===== config.mk =====
export PLATFORM = sky130hd
export DESIGN_NAME = vgachargen_mem_arb
export DESIGN_NICKNAME = d
export VERILOG_FILES = /design/src/rtl/vgachargen_pkg.sv /design/src/rtl/vgachargen_fill_addr_gen.sv /design/src/rtl/vgachargen_mem_arb.sv
export SDC_FILE = /design/constraint.sdc
export NUM_CORES = 1
export LEC_CHECK = 0
export ABC_AREA = 1
export BUFFER_PORTS_ARGS = -buffer_cell sky130_fd_sc_hd__buf_2
export CAP_MARGIN = 5
export CORE_MARGIN = 4
export CORE_UTILIZATION = 30
export DETAILED_ROUTE_END_ITERATION = 12
export PLACE_DENSITY_LB_ADDON = 0.25
export RECOVER_POWER = 25
export SLEW_MARGIN = 20
export SYNTH_ARGS = -nofsm -noshare
export SYNTH_HDL_FRONTEND = slang
export SYNTH_HIERARCHICAL = 1
export SYNTH_SLANG_ARGS = --single-unit
export TNS_END_PERCENT = 30

===== constraint.sdc =====
create_clock -name clk_i -period 6.6 [get_ports clk_i]
set_input_delay 0.99 -clock clk_i [delete_from_list [all_inputs] [get_ports clk_i]]
set_output_delay 0.99 -clock clk_i [all_outputs]
set_load 0.03 [all_outputs]

===== src/rtl/vgachargen_pkg.sv =====
// Shared types and constants for the character generator's port-A arbiter.
// The optional fill-abort feature is enabled with VGACHARGEN_FILL_ABORT_EN.
package vgachargen_pkg;

    localparam int CH_MAP_ADDR_WIDTH  = 12;
    localparam int COL_MAP_ADDR_WIDTH = 12;
    localparam int SCREEN_CELLS       = 2400;

    typedef enum logic [1:0] {
        IDLE = 2'd0,
        FILL = 2'd1,
        DONE = 2'd2
    } arb_state_e;

    typedef enum logic {
        MAP_CH  = 1'b0,
        MAP_COL = 1'b1
    } map_sel_e;

endpackage


===== src/rtl/vgachargen_fill_addr_gen.sv =====
// Fill cell walker: index counter, remaining-cell count, single-wrap adder and
// last-cell flag. Base and length are reduced/clamped when loaded.
module vgachargen_fill_addr_gen #(
    parameter int SCREEN_CELLS = vgachargen_pkg::SCREEN_CELLS,
    parameter int ADDR_W       = vgachargen_pkg::CH_MAP_ADDR_WIDTH
) (
    input  logic              clk_i,
    input  logic              arstn_i,
    input  logic              load,
    input  logic [ADDR_W-1:0] base,
    input  logic [ADDR_W:0]   len,
    input  logic              advance,
    output logic [ADDR_W-1:0] addr,
    output logic              last
);

    localparam logic [ADDR_W:0] CELLS = (ADDR_W + 1)'(SCREEN_CELLS);

    logic [ADDR_W-1:0] base_q;
    logic [ADDR_W-1:0] idx;
    logic [ADDR_W:0]   remaining;
    logic [ADDR_W:0]   base_ext;
    logic [ADDR_W:0]   sum;

    assign base_ext = {1'b0, base};
    assign sum      = {1'b0, base_q} + {1'b0, idx};
    // base_q and idx are both below CELLS, so one subtraction always suffices
    assign addr     = (sum >= CELLS) ? ADDR_W'(sum - CELLS) : sum[ADDR_W-1:0];
    assign last     = (remaining == (ADDR_W + 1)'(1));

    always_ff @(posedge clk_i or negedge arstn_i) begin
        if (!arstn_i) begin
            base_q    <= '0;
            idx       <= '0;
            remaining <= '0;
        end else if (load) begin
            base_q    <= (base_ext >= CELLS) ? ADDR_W'(base_ext - CELLS) : base;
            idx       <= '0;
            remaining <= (len > CELLS) ? CELLS : len;
        end else if (advance) begin
            idx       <= idx + ADDR_W'(1);
            remaining <= remaining - (ADDR_W + 1)'(1);
        end
    end

endmodule


===== src/rtl/vgachargen_mem_arb.sv =====
// Port-A owner for ch_map/col_map: host single accesses interleaved with a
// constant-fill engine. Optional abort input via VGACHARGEN_FILL_ABORT_EN.
module vgachargen_mem_arb #(
    parameter int SCREEN_CELLS = vgachargen_pkg::SCREEN_CELLS,
    parameter int ADDR_W       = vgachargen_pkg::CH_MAP_ADDR_WIDTH,
    parameter int DATA_W       = 8
) (
    input  logic              clk_i,
    input  logic              arstn_i,
    input  logic              host_req_i,
    input  logic              host_we_i,
    input  logic              host_sel_i,
    input  logic [ADDR_W-1:0] host_addr_i,
    input  logic [DATA_W-1:0] host_wdata_i,
    output logic              host_gnt_o,
    output logic              host_rvalid_o,
    output logic [DATA_W-1:0] host_rdata_o,
    input  logic              fill_start_i,
    input  logic [ADDR_W-1:0] fill_base_i,
    input  logic [ADDR_W:0]   fill_len_i,
    input  logic [1:0]        fill_mask_i,
    input  logic [DATA_W-1:0] fill_ch_i,
    input  logic [DATA_W-1:0] fill_col_i,
`ifdef VGACHARGEN_FILL_ABORT_EN
    input  logic              fill_abort_i,
    output logic              fill_aborted_o,
`endif
    output logic              fill_busy_o,
    output logic              fill_done_o,
    output logic [ADDR_W-1:0] ch_map_addr_o,
    output logic [DATA_W-1:0] ch_map_data_o,
    output logic              ch_map_wen_o,
    input  logic [DATA_W-1:0] ch_map_rdata_i,
    output logic [ADDR_W-1:0] col_map_addr_o,
    output logic [DATA_W-1:0] col_map_data_o,
    output logic              col_map_wen_o,
    input  logic [DATA_W-1:0] col_map_rdata_i
);

    import vgachargen_pkg::*;

    arb_state_e        state;
    map_sel_e          rd_sel;
    logic [1:0]        mask_q;
    logic [DATA_W-1:0] ch_q;
    logic [DATA_W-1:0] col_q;
    logic              last_fill;
    logic              host_slot;
    logic              fill_slot;
    logic              abort;
    logic [ADDR_W-1:0] fill_addr;
    logic              fill_last;

`ifdef VGACHARGEN_FILL_ABORT_EN
    assign abort = fill_abort_i && (state == FILL);

    // Pulses in the DONE cycle that follows an aborted FILL cycle
    always_ff @(posedge clk_i or negedge arstn_i) begin
        if (!arstn_i) fill_aborted_o <= 1'b0;
        else          fill_aborted_o <= abort;
    end
`else
    assign abort = 1'b0;
`endif

    vgachargen_fill_addr_gen #(
        .SCREEN_CELLS(SCREEN_CELLS),
        .ADDR_W      (ADDR_W)
    ) u_addr_gen (
        .clk_i  (clk_i),
        .arstn_i(arstn_i),
        .load   ((state == IDLE) && fill_start_i),
        .base   (fill_base_i),
        .len    (fill_len_i),
        .advance(fill_slot),
        .addr   (fill_addr),
        .last   (fill_last)
    );

    // During FILL the host wins only if fill took the previous slot
    always_comb begin
        host_slot = 1'b0;
        fill_slot = 1'b0;
        if (state == FILL) begin
            host_slot = host_req_i && (last_fill || abort);
            fill_slot = !host_slot && !abort;
        end else begin
            host_slot = host_req_i;
        end
    end

    assign host_gnt_o = host_slot;

    always_comb begin
        ch_map_addr_o  = '0;
        ch_map_data_o  = '0;
        ch_map_wen_o   = 1'b0;
        col_map_addr_o = '0;
        col_map_data_o = '0;
        col_map_wen_o  = 1'b0;
        if (fill_slot) begin
            ch_map_addr_o  = fill_addr;
            ch_map_data_o  = ch_q;
            ch_map_wen_o   = mask_q[0];
            col_map_addr_o = fill_addr;
            col_map_data_o = col_q;
            col_map_wen_o  = mask_q[1];
        end else if (host_slot) begin
            if (map_sel_e'(host_sel_i) == MAP_COL) begin
                col_map_addr_o = host_addr_i;
                col_map_data_o = host_wdata_i;
                col_map_wen_o  = host_we_i;
            end else begin
                ch_map_addr_o  = host_addr_i;
                ch_map_data_o  = host_wdata_i;
                ch_map_wen_o   = host_we_i;
            end
        end
    end

    always_ff @(posedge clk_i or negedge arstn_i) begin
        if (!arstn_i) begin
            state       <= IDLE;
            fill_busy_o <= 1'b0;
            fill_done_o <= 1'b0;
            mask_q      <= '0;
            ch_q        <= '0;
            col_q       <= '0;
            last_fill   <= 1'b0;
        end else begin
            case (state)
                IDLE: begin
                    fill_done_o <= 1'b0;
                    last_fill   <= 1'b0;
                    if (fill_start_i) begin
                        mask_q      <= fill_mask_i;
                        ch_q        <= fill_ch_i;
                        col_q       <= fill_col_i;
                        fill_busy_o <= 1'b1;
                        if ((fill_len_i != '0) && (fill_mask_i != 2'b00)) begin
                            state <= FILL;
                        end else begin
                            state       <= DONE;
                            fill_done_o <= 1'b1;
                        end
                    end
                end
                FILL: begin
                    if (fill_slot)      last_fill <= 1'b1;
                    else if (host_slot) last_fill <= 1'b0;
                    if (abort || (fill_slot && fill_last)) begin
                        state       <= DONE;
                        fill_done_o <= 1'b1;
                    end
                end
                DONE: begin
                    state       <= IDLE;
                    fill_busy_o <= 1'b0;
                    fill_done_o <= 1'b0;
                end
                default: begin
                    state       <= IDLE;
                    fill_busy_o <= 1'b0;
                    fill_done_o <= 1'b0;
                end
            endcase
        end
    end

    // Read data arrives one cycle after the grant; steer it with the latched select
    always_ff @(posedge clk_i or negedge arstn_i) begin
        if (!arstn_i) begin
            host_rvalid_o <= 1'b0;
            rd_sel        <= MAP_CH;
        end else begin
            host_rvalid_o <= host_slot && !host_we_i;
            if (host_slot && !host_we_i) rd_sel <= map_sel_e'(host_sel_i);
        end
    end

    assign host_rdata_o = !host_rvalid_o ? '0 :
                          (rd_sel == MAP_COL) ? col_map_rdata_i : ch_map_rdata_i;

endmodule

==> metrics <==
outcome complete, but fails checks; violated checks capacitance limit, slew limit; largest area contributor in the netlist dfrtp_1; max-cap viol count 1; total chip power 2.85 mW; core region area 16,100 um2; first-pass GRT wire length 22,300 um; maximum vdd drop 0.213 mV; Final HPWL DP 10,800 um; Mapped Cells 757; Pleak 3.32 nW; site row count 46; Detail Route Antenna Nets 0; slew margin rel. -1.19; drt pass-1 iters 4; netlist area before placement 5000 um2; dpl cells 1,088; DP Worst Slack 2.73 ns; Worst-Skew Late Latency 0.33 ns; Worst Reg2Reg Path Length in Cells 13; post-cts sizing count 0; CTS tree yes; GRT Total Usage 0.145; cell family with most CP delay simple AND/OR/NAND/NOR gates; H-tree levels 3; Pwr Density 463 nW/um2; top cell type's share of synthesized area 0.310; Distinct cells, synth 41; RSZ-0062 raised after global routing no; clock root buffer clkbuf_16; crit path max fanout 7; register area share after synthesis 0.310; Nets 986; Post-synth EDFFs 0; port bufs 138; Post-DP Area 5820 um2; Final Wtd Congestion 0.832; final routed DRC violation total 0; hold crit path type reg2reg; Worst Min Path Start col_q[7]$_DFFE_PN0P_; Slew @ Worst Pin 3.29 ns; DR WL met2 6420 um; die width 137 um; DR iter-0 viols 241; Die ar. 18,800 um2; post-route cell area 6150 um2; Num CTS Buffers 9; Starting Density 0.310; Tmin final 4.20 ns; Setup TNS 0 ns; Worst Slack Setup Final 2.40 ns; Synth area leaders dfrtp_1 (31%), nand2_1 (17%), o21ai_0 (7.4%); Ys Warns 6; Synth Net Count 860; Hold Violations, Final 0; routed vias/inst 4.66; Worst Skew 0.00788 ns; cts hold-fix bufs 0; share of cells above drive strength 1 0.238; RR Endpoint u_addr_gen/idx[11]$_DFFE_PN0P_; Met1 Wirelength 6390 um; Setup crit end kind primary output; vias in the first global route 4,602; CP max-delay cell fa_1; kind of critical path reg2out; final worst-path cycle share 0.636; post-route insts no fill 1,104; r2r setup slk 3.48 ns; clock sink count 62; tightest hold margin 0.478 ns; die height 137 um; synth cell count leaders nand2_1 (224), inv_1 (91), o21ai_0 (74); Synth Flop Type dfrtp_1; DR WL met3 786 um; Top Metal Used met5; CP required 5.61 ns; count leader, synth nand2_1; DR WL/cell 12.5 um; Vias 5,148; clock tree buffer depth 2; CP dominant cell by count nand2_1; #FFs+latches synth 62; area grow syn2layout 23.1%; largest net degree at the start of global routing 63; max-slew violation count 63; gr ovfl total 0; final wirelength 13,800 um; startpoint types register; Hold Path Depth 2; crit path DAT 3.21 ns; FFs w/ async S/R, synth 1.00; clock slew at reported path FFs 0.06 ns; Fmax 238 MHz; Antenna diodes 0; Largest stage delay, worst path 0.43 ns; Avg Inst Size Synth 6.60 um2; initial antenna violation count 1; WP buf/inv 3; Final setup viols 0; Ports 139; final core occ 0.382; crit-path cells ha_1 -> fa_1 -> nand2_1 -> nand2_2 -> nand3_1 -> nand2_1 -> nand2_1 -> nand2_2 -> ha_1 -> inv_1 -> nand3_1 -> nand2_2 -> nand3_4 -> nand2_4 -> nand4_1 -> nand2_1 -> inv_1 -> o21ai_0 -> buf_2; Post-CTS Repair Setup Buffers 0; Hold Path End col_q[7]$_DFFE_PN0P_; reg-to-reg startpoint state[1]$_DFFE_PN0P_
## worst max-delay path by stage
stage                                        startpoint                                 to  slack, ns  depth (start not counted)
after CTS                 u_addr_gen/idx[0]$_DFFE_PN0P_                   ch_map_addr_o[8]       2.38                         19
after global routing                            arstn_i  u_addr_gen/base_q[10]$_DFFE_PN0P_       1.98                          2
after global placement    u_addr_gen/idx[0]$_DFFE_PN0P_                   ch_map_addr_o[8]       2.77                         19
final                     u_addr_gen/idx[0]$_DFFE_PN0P_                  col_map_addr_o[6]       2.40                         19
after detailed placement  u_addr_gen/idx[0]$_DFFE_PN0P_                   ch_map_addr_o[8]       2.73                         19
after floorplan           u_addr_gen/idx[0]$_DFFE_PN0P_                   ch_map_addr_o[7]       2.65                         18
## per-layer routing
metal  vias to the layer above  global-route usage
li1                       2708                   -
met1                      2304               0.195
met2                       120               0.238
met3                        14              0.0294
met4                         2              0.0405
met5                         -                   0
## report_power, final
group	internal, mW	switching [mW]	total, mW
Clock	0.343	0.174	0.517
Combinational	0.507	1.18	1.68
Sequential	0.536	0.113	0.649
## cells by family (layout without fill, tap and decap cells)
group	after synthesis	count (layout)	synth area share
compound gates	127	127	0.149
fa+ha+maj	18	18	0.0466
simple gates	419	419	0.378
flops	62	62	0.310
buf+inv	125	256	0.105
xor+xnor	6	6	0.0105
## cells in the final DEF, fill, tap and decap left out, types with 4 or more instances in the layout
cell and count:
ha_1 17, xor2_1 5, a22oi_1 4, buf_2 138
nor4_1 5, o21ai_2 10, a21oi_1 17, o21ai_0 74
nor2_1 63, a31oi_1 8, nand3_1 73, nand3_2 4
nand2_2 11, dfrtp_1 62, nand2_1 225, nand4_1 12
nor3_1 7, a21oi_2 4, nand2_4 4, nor2_2 6
inv_2 8, clkbuf_16 9, inv_1 91
## sequential cells by signal, summed over array words and instances (netlist names)
register	cells
u_addr_gen/remaining	13
u_addr_gen/base_q	12
u_addr_gen/idx	12
ch_q	8
col_q	8
mask_q	2
state	2
fill_busy_o	1
fill_done_o	1
host_rvalid_o	1
last_fill	1
rd_sel	1
## area by class of cell
| cell class | instances | area [um2] |
|---|---|---|
| clock buffers | 10 | 239 |
| clock inverters | 6 | 93.8 |
| fillers | 1797 | 9960 |
| inverters | 100 | 375 |
| multi-input cells | 570 | 2920 |
| flip-flops and latches | 62 | 1550 |
| well taps | 216 | 270 |
| repair buffers | 140 | 702 |
## tightest hold or removal path, cell delays in order, from the launching register on
cell and delay [ns]:
dfrtp_1 0.34, nand2_1 0.05, nand2_1 0.05
Power figures use the tool's default switching activity.
